===== src/rtl/jet_pkg.sv =====
// Shared types and constants for the L2 jet-builder phi-bin datapath.
package jet_pkg;
    localparam int PT_W   = 9;
    localparam int NT_W   = 5;
    localparam int NX_W   = 4;
    localparam int PHI_W  = 5;
    localparam int NPHI   = 27;
    localparam int BIN3_W = 54;

    typedef struct packed {
        logic [PT_W-1:0] pt;
        logic [NT_W-1:0] nt;
        logic [NX_W-1:0] nx;
    } phibin_t;

    typedef struct packed {
        phibin_t l;
        phibin_t c;
        phibin_t r;
    } bin3_t;

    typedef enum logic {
        W_FILL = 1'b0,
        W_HOLD = 1'b1
    } wstate_e;

    typedef enum logic [1:0] {
        S_IDLE  = 2'd0,
        S_START = 2'd1,
        S_SERVE = 2'd2
    } sstate_e;

    function automatic logic phi_in_range(input logic [PHI_W-1:0] phi);
        return phi < PHI_W'(NPHI);
    endfunction
endpackage


===== src/rtl/jet_phibin_server_if.sv =====
// Fill (from L1 clustering) and fetch (from build_jet) signals of the phi-bin server.
interface jet_phibin_server_if;
    import jet_pkg::*;

    logic             wr_en;
    logic [PHI_W-1:0] wr_phi;
    logic [PT_W-1:0]  wr_pt_l, wr_pt_c, wr_pt_r;
    logic [NT_W-1:0]  wr_nt_l, wr_nt_c, wr_nt_r;
    logic [NX_W-1:0]  wr_nx_l, wr_nx_c, wr_nx_r;
    logic             wr_last;
    logic             wr_ready;
    logic             start;
    logic [PHI_W-1:0] addr;
    logic             done;
    logic [PT_W-1:0]  Center, Left, Right;
    logic [NT_W-1:0]  my_ntrx, left_ntrx, right_ntrx;
    logic [NX_W-1:0]  my_xcnt, left_xcnt, right_xcnt;
    logic             ovf_err;

    modport server (
        input  wr_en, wr_phi, wr_pt_l, wr_pt_c, wr_pt_r, wr_nt_l, wr_nt_c, wr_nt_r,
               wr_nx_l, wr_nx_c, wr_nx_r, wr_last, addr, done,
        output wr_ready, start, Center, Left, Right, my_ntrx, left_ntrx, right_ntrx,
               my_xcnt, left_xcnt, right_xcnt, ovf_err
    );

    modport client (
        output wr_en, wr_phi, wr_pt_l, wr_pt_c, wr_pt_r, wr_nt_l, wr_nt_c, wr_nt_r,
               wr_nx_l, wr_nx_c, wr_nx_r, wr_last, addr, done,
        input  wr_ready, start, Center, Left, Right, my_ntrx, left_ntrx, right_ntrx,
               my_xcnt, left_xcnt, right_xcnt, ovf_err
    );
endinterface


===== src/rtl/jet_phibin_bank.sv =====
// One event bank: NPHI three-column bins with per-bin valid bits and a registered,
// zero-substituting read port.
module jet_phibin_bank
    import jet_pkg::*;
(
    input  logic             clk,
    input  logic             reset,
    input  logic             clear_all,
    input  logic             wr_en,
    input  logic [PHI_W-1:0] wr_phi,
    input  bin3_t            wr_data,
    input  logic             rd_en,
    input  logic [PHI_W-1:0] rd_addr,
    output bin3_t            rd_data
);
    bin3_t           mem_q [NPHI];
    logic [NPHI-1:0] valid_q, valid_d;
    bin3_t           rd_data_q, rd_data_d;
    logic            wr_hit_s, rd_hit_s;

    assign wr_hit_s = wr_en && phi_in_range(wr_phi);
    assign rd_hit_s = rd_en && phi_in_range(rd_addr) && valid_q[rd_addr];

    // Valid-bit update: bulk clear when the bank is recycled as fill bank.
    always_comb begin
        valid_d = valid_q;
        if (clear_all) begin
            valid_d = '0;
        end else if (wr_hit_s) begin
            valid_d[wr_phi] = 1'b1;
        end else begin
            valid_d = valid_q;
        end
    end

    // Read mux: empty, out-of-range or unserved reads return zero.
    always_comb begin
        rd_data_d = '0;
        if (rd_hit_s) begin
            rd_data_d = mem_q[rd_addr];
        end else begin
            rd_data_d = '0;
        end
    end

    // Control and read-data registers.
    always_ff @(posedge clk or posedge reset) begin
        if (reset) begin
            valid_q   <= '0;
            rd_data_q <= '0;
        end else begin
            valid_q   <= valid_d;
            rd_data_q <= rd_data_d;
        end
    end

    // Storage array; contents are meaningless without the valid bit, so no reset.
    always_ff @(posedge clk) begin
        if (wr_hit_s) begin
            mem_q[wr_phi] <= wr_data;
        end
    end

    assign rd_data = rd_data_q;
endmodule


===== src/rtl/jet_phibin_server.sv =====
// Double-buffered phi-bin server: one bank fills from L1 while the other answers
// build_jet fetches with a fixed 2-cycle latency.
module jet_phibin_server
    import jet_pkg::*;
(
    input  logic                 clk,
    input  logic                 reset,
    jet_phibin_server_if.server  bus
);
    wstate_e          wstate_q, wstate_d;
    sstate_e          sstate_q, sstate_d;
    logic             fill_sel_q, fill_sel_d;
    logic             start_q, start_d;
    logic             wr_ready_q, wr_ready_d;
    logic             ovf_err_q, ovf_err_d;
    logic [PHI_W-1:0] addr_q, addr_d;
    logic             wr_acc_s, last_acc_s, serving_s, release_s, swap_s;
    bin3_t            wr_word_s, rd0_s, rd1_s, rd_s;

    assign wr_word_s = {bus.wr_pt_l, bus.wr_nt_l, bus.wr_nx_l,
                        bus.wr_pt_c, bus.wr_nt_c, bus.wr_nx_c,
                        bus.wr_pt_r, bus.wr_nt_r, bus.wr_nx_r};

    // Handshake decode; a release in the same cycle frees the serve slot for the swap.
    always_comb begin
        wr_acc_s   = bus.wr_en && wr_ready_q;
        last_acc_s = wr_acc_s && bus.wr_last;
        serving_s  = (sstate_q != S_IDLE);
        release_s  = (sstate_q == S_SERVE) && bus.done;
        if (wstate_q == W_FILL) begin
            swap_s = last_acc_s && (!serving_s || release_s);
        end else begin
            swap_s = release_s;
        end
    end

    // Next-state logic for the fill and serve FSMs.
    always_comb begin
        wstate_d = wstate_q;
        case (wstate_q)
            W_FILL:  if (last_acc_s && !swap_s) wstate_d = W_HOLD; else wstate_d = W_FILL;
            W_HOLD:  if (release_s) wstate_d = W_FILL; else wstate_d = W_HOLD;
            default: wstate_d = W_FILL;
        endcase
        sstate_d = sstate_q;
        if (swap_s) begin
            sstate_d = S_START;
        end else begin
            case (sstate_q)
                S_IDLE:  sstate_d = S_IDLE;
                S_START: sstate_d = S_SERVE;
                S_SERVE: if (bus.done) sstate_d = S_IDLE; else sstate_d = S_SERVE;
                default: sstate_d = S_IDLE;
            endcase
        end
        fill_sel_d = swap_s ? ~fill_sel_q : fill_sel_q;
        start_d    = (sstate_d == S_START);
        wr_ready_d = (wstate_d == W_FILL);
        ovf_err_d  = ovf_err_q || (bus.wr_en && !wr_ready_q);
        addr_d     = bus.addr;
    end

    // State and registered outputs.
    always_ff @(posedge clk or posedge reset) begin
        if (reset) begin
            wstate_q   <= W_FILL;
            sstate_q   <= S_IDLE;
            fill_sel_q <= 1'b0;
            start_q    <= 1'b0;
            wr_ready_q <= 1'b1;
            ovf_err_q  <= 1'b0;
            addr_q     <= '0;
        end else begin
            wstate_q   <= wstate_d;
            sstate_q   <= sstate_d;
            fill_sel_q <= fill_sel_d;
            start_q    <= start_d;
            wr_ready_q <= wr_ready_d;
            ovf_err_q  <= ovf_err_d;
            addr_q     <= addr_d;
        end
    end

    // The serve bank is always the one not being filled; it is cleared when recycled.
    jet_phibin_bank u_bank0 (
        .clk       (clk),
        .reset     (reset),
        .clear_all (swap_s && fill_sel_q),
        .wr_en     (wr_acc_s && !fill_sel_q),
        .wr_phi    (bus.wr_phi),
        .wr_data   (wr_word_s),
        .rd_en     (serving_s && fill_sel_q),
        .rd_addr   (addr_q),
        .rd_data   (rd0_s)
    );

    jet_phibin_bank u_bank1 (
        .clk       (clk),
        .reset     (reset),
        .clear_all (swap_s && !fill_sel_q),
        .wr_en     (wr_acc_s && fill_sel_q),
        .wr_phi    (bus.wr_phi),
        .wr_data   (wr_word_s),
        .rd_en     (serving_s && !fill_sel_q),
        .rd_addr   (addr_q),
        .rd_data   (rd1_s)
    );

    // Only one bank is read-enabled per cycle, so the other read register is zero.
    assign rd_s           = rd0_s | rd1_s;
    assign bus.Left       = rd_s.l.pt;
    assign bus.left_ntrx  = rd_s.l.nt;
    assign bus.left_xcnt  = rd_s.l.nx;
    assign bus.Center     = rd_s.c.pt;
    assign bus.my_ntrx    = rd_s.c.nt;
    assign bus.my_xcnt    = rd_s.c.nx;
    assign bus.Right      = rd_s.r.pt;
    assign bus.right_ntrx = rd_s.r.nt;
    assign bus.right_xcnt = rd_s.r.nx;
    assign bus.start      = start_q;
    assign bus.wr_ready   = wr_ready_q;
    assign bus.ovf_err    = ovf_err_q;
endmodule


===== src/flat_wrapper.sv =====
// flat-port wrapper written by rule: the top's interface ports become plain ports
module jet_phibin_server_flat import jet_pkg::*;
  (clk, reset, bus_wr_en, bus_wr_phi, bus_wr_pt_l, bus_wr_pt_c, bus_wr_pt_r, bus_wr_nt_l, bus_wr_nt_c, bus_wr_nt_r, bus_wr_nx_l, bus_wr_nx_c, bus_wr_nx_r, bus_wr_last, bus_addr, bus_done, bus_wr_ready, bus_start, bus_Center, bus_Left, bus_Right, bus_my_ntrx, bus_left_ntrx, bus_right_ntrx, bus_my_xcnt, bus_left_xcnt, bus_right_xcnt, bus_ovf_err);
  jet_phibin_server_if bus_i ();
  input  logic clk;
  input  logic reset;
  input wire logic [$bits(bus_i.wr_en)-1:0] bus_wr_en;
  input wire logic [$bits(bus_i.wr_phi)-1:0] bus_wr_phi;
  input wire logic [$bits(bus_i.wr_pt_l)-1:0] bus_wr_pt_l;
  input wire logic [$bits(bus_i.wr_pt_c)-1:0] bus_wr_pt_c;
  input wire logic [$bits(bus_i.wr_pt_r)-1:0] bus_wr_pt_r;
  input wire logic [$bits(bus_i.wr_nt_l)-1:0] bus_wr_nt_l;
  input wire logic [$bits(bus_i.wr_nt_c)-1:0] bus_wr_nt_c;
  input wire logic [$bits(bus_i.wr_nt_r)-1:0] bus_wr_nt_r;
  input wire logic [$bits(bus_i.wr_nx_l)-1:0] bus_wr_nx_l;
  input wire logic [$bits(bus_i.wr_nx_c)-1:0] bus_wr_nx_c;
  input wire logic [$bits(bus_i.wr_nx_r)-1:0] bus_wr_nx_r;
  input wire logic [$bits(bus_i.wr_last)-1:0] bus_wr_last;
  input wire logic [$bits(bus_i.addr)-1:0] bus_addr;
  input wire logic [$bits(bus_i.done)-1:0] bus_done;
  output wire logic [$bits(bus_i.wr_ready)-1:0] bus_wr_ready;
  output wire logic [$bits(bus_i.start)-1:0] bus_start;
  output wire logic [$bits(bus_i.Center)-1:0] bus_Center;
  output wire logic [$bits(bus_i.Left)-1:0] bus_Left;
  output wire logic [$bits(bus_i.Right)-1:0] bus_Right;
  output wire logic [$bits(bus_i.my_ntrx)-1:0] bus_my_ntrx;
  output wire logic [$bits(bus_i.left_ntrx)-1:0] bus_left_ntrx;
  output wire logic [$bits(bus_i.right_ntrx)-1:0] bus_right_ntrx;
  output wire logic [$bits(bus_i.my_xcnt)-1:0] bus_my_xcnt;
  output wire logic [$bits(bus_i.left_xcnt)-1:0] bus_left_xcnt;
  output wire logic [$bits(bus_i.right_xcnt)-1:0] bus_right_xcnt;
  output wire logic [$bits(bus_i.ovf_err)-1:0] bus_ovf_err;
  assign bus_i.wr_en = bus_wr_en;
  assign bus_i.wr_phi = bus_wr_phi;
  assign bus_i.wr_pt_l = bus_wr_pt_l;
  assign bus_i.wr_pt_c = bus_wr_pt_c;
  assign bus_i.wr_pt_r = bus_wr_pt_r;
  assign bus_i.wr_nt_l = bus_wr_nt_l;
  assign bus_i.wr_nt_c = bus_wr_nt_c;
  assign bus_i.wr_nt_r = bus_wr_nt_r;
  assign bus_i.wr_nx_l = bus_wr_nx_l;
  assign bus_i.wr_nx_c = bus_wr_nx_c;
  assign bus_i.wr_nx_r = bus_wr_nx_r;
  assign bus_i.wr_last = bus_wr_last;
  assign bus_i.addr = bus_addr;
  assign bus_i.done = bus_done;
  assign bus_wr_ready = bus_i.wr_ready;
  assign bus_start = bus_i.start;
  assign bus_Center = bus_i.Center;
  assign bus_Left = bus_i.Left;
  assign bus_Right = bus_i.Right;
  assign bus_my_ntrx = bus_i.my_ntrx;
  assign bus_left_ntrx = bus_i.left_ntrx;
  assign bus_right_ntrx = bus_i.right_ntrx;
  assign bus_my_xcnt = bus_i.my_xcnt;
  assign bus_left_xcnt = bus_i.left_xcnt;
  assign bus_right_xcnt = bus_i.right_xcnt;
  assign bus_ovf_err = bus_i.ovf_err;
  jet_phibin_server u_core (.clk(clk), .reset(reset), .bus(bus_i));
endmodule

===== config.mk =====
export PLATFORM = sky130hd
export DESIGN_NAME = jet_phibin_server_flat
export DESIGN_NICKNAME = d
export VERILOG_FILES = /design/src/rtl/jet_pkg.sv /design/src/rtl/jet_phibin_server_if.sv /design/src/rtl/jet_phibin_bank.sv /design/src/rtl/jet_phibin_server.sv /design/src/flat_wrapper.sv
export SDC_FILE = /design/constraint.sdc
export NUM_CORES = 2
export LEC_CHECK = 0
export BUFFER_PORTS_ARGS = -buffer_cell sky130_fd_sc_hd__buf_2
export CELL_PAD_IN_SITES_DETAIL_PLACEMENT = 0
export CELL_PAD_IN_SITES_GLOBAL_PLACEMENT = 2
export CORE_ASPECT_RATIO = 0.75
export CORE_MARGIN = 2
export CORE_UTILIZATION = 30
export DETAILED_ROUTE_END_ITERATION = 16
export GPL_ROUTABILITY_DRIVEN = 0
export PLACE_DENSITY_LB_ADDON = 0.3
export SLEW_MARGIN = 20
export SYNTH_ARGS = -nofsm -noshare
export SYNTH_HDL_FRONTEND = slang
export SYNTH_HIERARCHICAL = 1
export SYNTH_SLANG_ARGS = --single-unit

===== constraint.sdc =====
create_clock -name clk -period 12.8 [get_ports clk]
set_clock_uncertainty 0.15 [all_clocks]
set_input_delay 2.56 -clock clk [delete_from_list [all_inputs] [get_ports clk]]
set_output_delay 2.56 -clock clk [all_outputs]
set_load 0.02 [all_outputs]

==> run_results.csv <==
group,metric,value,unit
synth,yosys.area_share.simple,2.72,%
global_route,grt_pass1_vias,58100,
synth,synth_enable_flop_cells,2916,
finish,seqCellArea,0.0919,mm^2
clock_tree,ctsResizeCount,0,
clock_tree,max-clock-path-buffers,4,
synth,largest_family_of_logic_cells_by_synthesized_area,"multiplexers",
worst_setup_path,critical_path_class,"input pin to flop",
synth,yosys-mux-area-fraction,15.3,%
clock_tree,cts_sink_count,3090,
drt,dr.pass1.iters,5,
finish,area_delta_synth_final,14.9,%
synth,syn_nets,5683,
power,leakagePower,44.1,nW
synth,synthCells,5611,
global_route,grt_util_all_layers,17.2,%
sta,final.min_clock_period,5.49,ns
floorplan,design.portCount,126,
synth,synth_cell_type_count,51,
synth,synthXorXnorAreaFrac,0.00740,%
worst_setup_path,crit_path_frequent_cell,"sky130_fd_sc_hd__buf_4",
synth,synthAdderAreaFrac,0.0317,%
clock_tree,number_of_buffers_inserted_to_repair_setup_after_cts,0,
worst_setup_path,arrival,5.81,ns
sta,clock.fmax,182,MHz
synth,synth.cell_area,0.118,mm^2
global_route,largest_net_degree_at_the_start_of_global_routing,115,
sta,rsz0062_at_grt,"false",
floorplan,floorplan.die_area,0.399,mm^2
drt,drt_iter0_markers,5821,
worst_setup_path,timing.critical_path.from_type,"input pin",
global_route,global_route.overflow_total,0,
global_route,antenna_found_initial,54,
sta,finalSetupViolations,0,
synth,ys_seq_area_share,77.7,%
clock_tree,number_of_buffers_added_by_the_clock_tree_synthesis_step,316,
clock_tree,cts.hold.buffers_added,0,
clock_tree,insertion_delay,0.87,ns
worst_setup_path,worstSetupEndpointType,"flop",
synth,synth-main-ff-cell,"sky130_fd_sc_hd__edfxtp_1",
drt,detail_route.drc_violations,0,
synth,synth_async_sr_flop_share,5.63,%
status,run_status,"finished, final reports clean",
sta,max-slew-margin-rel,22.1,%
power,peakVddDrop,91.7,uV
finish,final_nets,5972,
synth,average_cell_area_after_synthesis,21.1,um^2
drt,drt_wl_total,351,mm
sta,period_share,42.9,%
finish,finish.utilization,34.7,%
worst_setup_path,slowest_delay,0.98,ns
sta,finalHoldViolations,0,
clock_tree,cts.htree.levels,5,
sta,timing.final.max_slew_violations,0,
drt,via_count,58000,
drt,route.detailed.wl_per_inst,30.8,um
global_route,grt_pass1_wl,481,mm
floorplan,start_util,30.2,%
floorplan,floorplan.die.height,548,um
finish,fillers,36500,
placement,placement.io_buffers,125,
worst_setup_path,timing.critical_path.max_delay_family,"simple AND/OR/NAND/NOR gates",
placement,dpl.hpwl,204,mm
finish,final_layout_size_suffix_gt1_share,24.8,%
clock_tree,tritoncts_clock_tree,"yes",
synth,ys_warn_count,6,
drt,vias_per_cell,5.08,
floorplan,floorplan.rows,199,
worst_setup_path,critical_path_cell_by_cell,"buf_2, buf_4, nand3_1, nand4bb_1, nor2_4, buf_4",
worst_setup_path,required_time_of_the_critical_path,13.12,ns
sta,fin_tns_setup,0,ns
clock_tree,path_clk_slew,0.06,ns
synth,synth_compound_gate_area_share,2.76,%
drt,postRouteAntennaNets,0,
worst_setup_path,cp_slowest_cell,"sky130_fd_sc_hd__nor2_4",
finish,multi_input_comb_area,0.0251,mm^2
floorplan,core_area,0.392,mm^2
floorplan,die_w,729,um
clock_tree,cts.root.buffer_cell,"sky130_fd_sc_hd__clkbuf_16",
min_path,min_path_type,"flop to flop",
power,power_density,162,mW/mm^2
worst_setup_path,worstPathMaxFanout,38,
sta,timing_worst_slew_pin_value,1.16,ns
synth,synth-seq-cells,3090,
worst_setup_path,timing.critical_path.buf_inv,3,
flow_run,total_of_max_cap_violations,0,
-- path summary, 6_finish.rpt --
path                                    start  cells after the start  slack (ns)                         end
max                             bus_wr_phi[2]                      6        7.31  u_core/u_bank1/mem_q[4][4]
min                        u_core/bus.ovf_err                      1        0.31          u_core/bus.ovf_err
max reg2reg                  u_core/addr_q[0]                      8        7.70  u_core/u_bank0/rd_data[24]
min reg2reg                u_core/bus.ovf_err                      1        0.31          u_core/bus.ovf_err
max in group asynchronous               reset                      3        9.50  u_core/u_bank1/rd_data[27]
min in group asynchronous               reset                      2        1.65  u_core/u_bank1/rd_data[45]
-- synthesized netlist by cell type (all sizes together), types with 5 or more instances --
| library cell | number | area, um^2 |
|---|---|---|
| a211o | 30 | 263 |
| mux2 | 56 | 631 |
| or2 | 58 | 363 |
| edfxtp | 2916 | 87600 |
| and2 | 5 | 31.3 |
| a21oi | 82 | 422 |
| nor3 | 34 | 170 |
| mux2i | 388 | 3880 |
| inv | 10 | 37.5 |
| o221ai | 42 | 368 |
| o22ai | 108 | 676 |
| nor2b | 33 | 206 |
| nand2 | 210 | 788 |
| nor2 | 215 | 807 |
| a31oi | 57 | 363 |
| or3 | 16 | 100 |
| clkbuf | 110 | 428 |
| mux4 | 604 | 13600 |
| dfrtp | 173 | 4330 |
| nand2b | 7 | 43.8 |
| nand3b | 54 | 405 |
| buf | 216 | 1250 |
| o211ai | 56 | 420 |
| and3 | 23 | 144 |
| o21ba | 30 | 300 |
| a211oi | 40 | 300 |
-- power breakdown --
part           internal [mW]  switching, mW
clock network           5.36           3.84
registers               11.2         0.0924
logic                  0.443          0.997
-- kinds of logic (layout without fill, tap and decap cells) --
kind of cell    count (synthesis)  in the layout
other cells                     0             30
xor+xnor                        1              1
flops                        3090           3090
compound gates                458            458
simple gates                  675            675
mux                          1048           1048
fa+ha+maj                       3              3
buf+inv                       336            870
-- layout make-up --
type / instances / share of cell area [%]
clock inverter: 140 / 1.04
clock buffer: 423 / 6.42
timing repair buffer: 297 / 1.52
inverter: 10 / 0.0387
antenna: 30 / 0.0552
sequential: 3090 / 67.7
multi-input combinational: 2185 / 18.5
tap: 5226 / 4.81
-- through the flow --
stage | std cells | area [um^2] | hold slack (ns) | total power [mW] | setup WS (ns)
finish | 11400 | 136000 | 0.309 | 22.0 | 7.31
global route | 11400 | 136000 | 0.321 | 22.7 | 7.25
CTS | 11400 | 136000 | 0.310 | 22.2 | 7.34
detailed placement | 10800 | 126000 | 0.294 | 13.0 | 6.43
global placement | 10800 | 126000 | 0.297 | 13.0 | 6.44
floorplan | 5611 | 118000 | 0.307 | 12.2 | 5.32
-- metal layers --
metal	track usage (%)	vias up	part of all wire, %
met3	3.31	404	6.4
met2	25.8	1829	44
li1	-	23700	-
met5	0	-	0.032
met4	3.90	18	2.3
met1	25.8	32000	47
-- worst reg2reg max path, cell delays in order (launching register included) --
cell                      delay, ns
sky130_fd_sc_hd__dfrtp_4       0.86
sky130_fd_sc_hd__buf_4         0.72
sky130_fd_sc_hd__buf_4         0.73
sky130_fd_sc_hd__buf_4         0.90
sky130_fd_sc_hd__mux4_2        0.65
sky130_fd_sc_hd__mux2i_1       0.54
sky130_fd_sc_hd__o22ai_1       0.20
sky130_fd_sc_hd__a31oi_1       0.18
sky130_fd_sc_hd__nor2_1        0.05
-- cell usage in the layout (no fill, tap or decap), types with 81 or more instances in the layout --
cell type	n
sky130_fd_sc_hd__buf_2	115
sky130_fd_sc_hd__clkbuf_16	326
sky130_fd_sc_hd__nand2_1	208
sky130_fd_sc_hd__nor2_1	167
sky130_fd_sc_hd__dfrtp_1	168
sky130_fd_sc_hd__buf_4	172
sky130_fd_sc_hd__a21oi_1	81
sky130_fd_sc_hd__mux4_2	604
sky130_fd_sc_hd__edfxtp_1	2916
sky130_fd_sc_hd__mux2i_1	388
sky130_fd_sc_hd__o22ai_1	108
-- registers in the layout (all words and copies together) (netlist names) --
name / cells
u_core/u_bank0/mem_q: 1458
u_core/u_bank1/mem_q: 1458
u_core/u_bank0/rd_data: 54
u_core/u_bank1/rd_data: 54
u_core/u_bank0/valid_q: 27
u_core/u_bank1/valid_q: 27
u_core/addr_q: 5
u_core/sstate_q: 2
u_core/bus.ovf_err: 1
u_core/bus.start: 1
u_core/bus.wr_ready: 1
u_core/fill_sel_q: 1
u_core/wstate_q: 1
No activity file was read; power rests on OpenSTA's default activity.
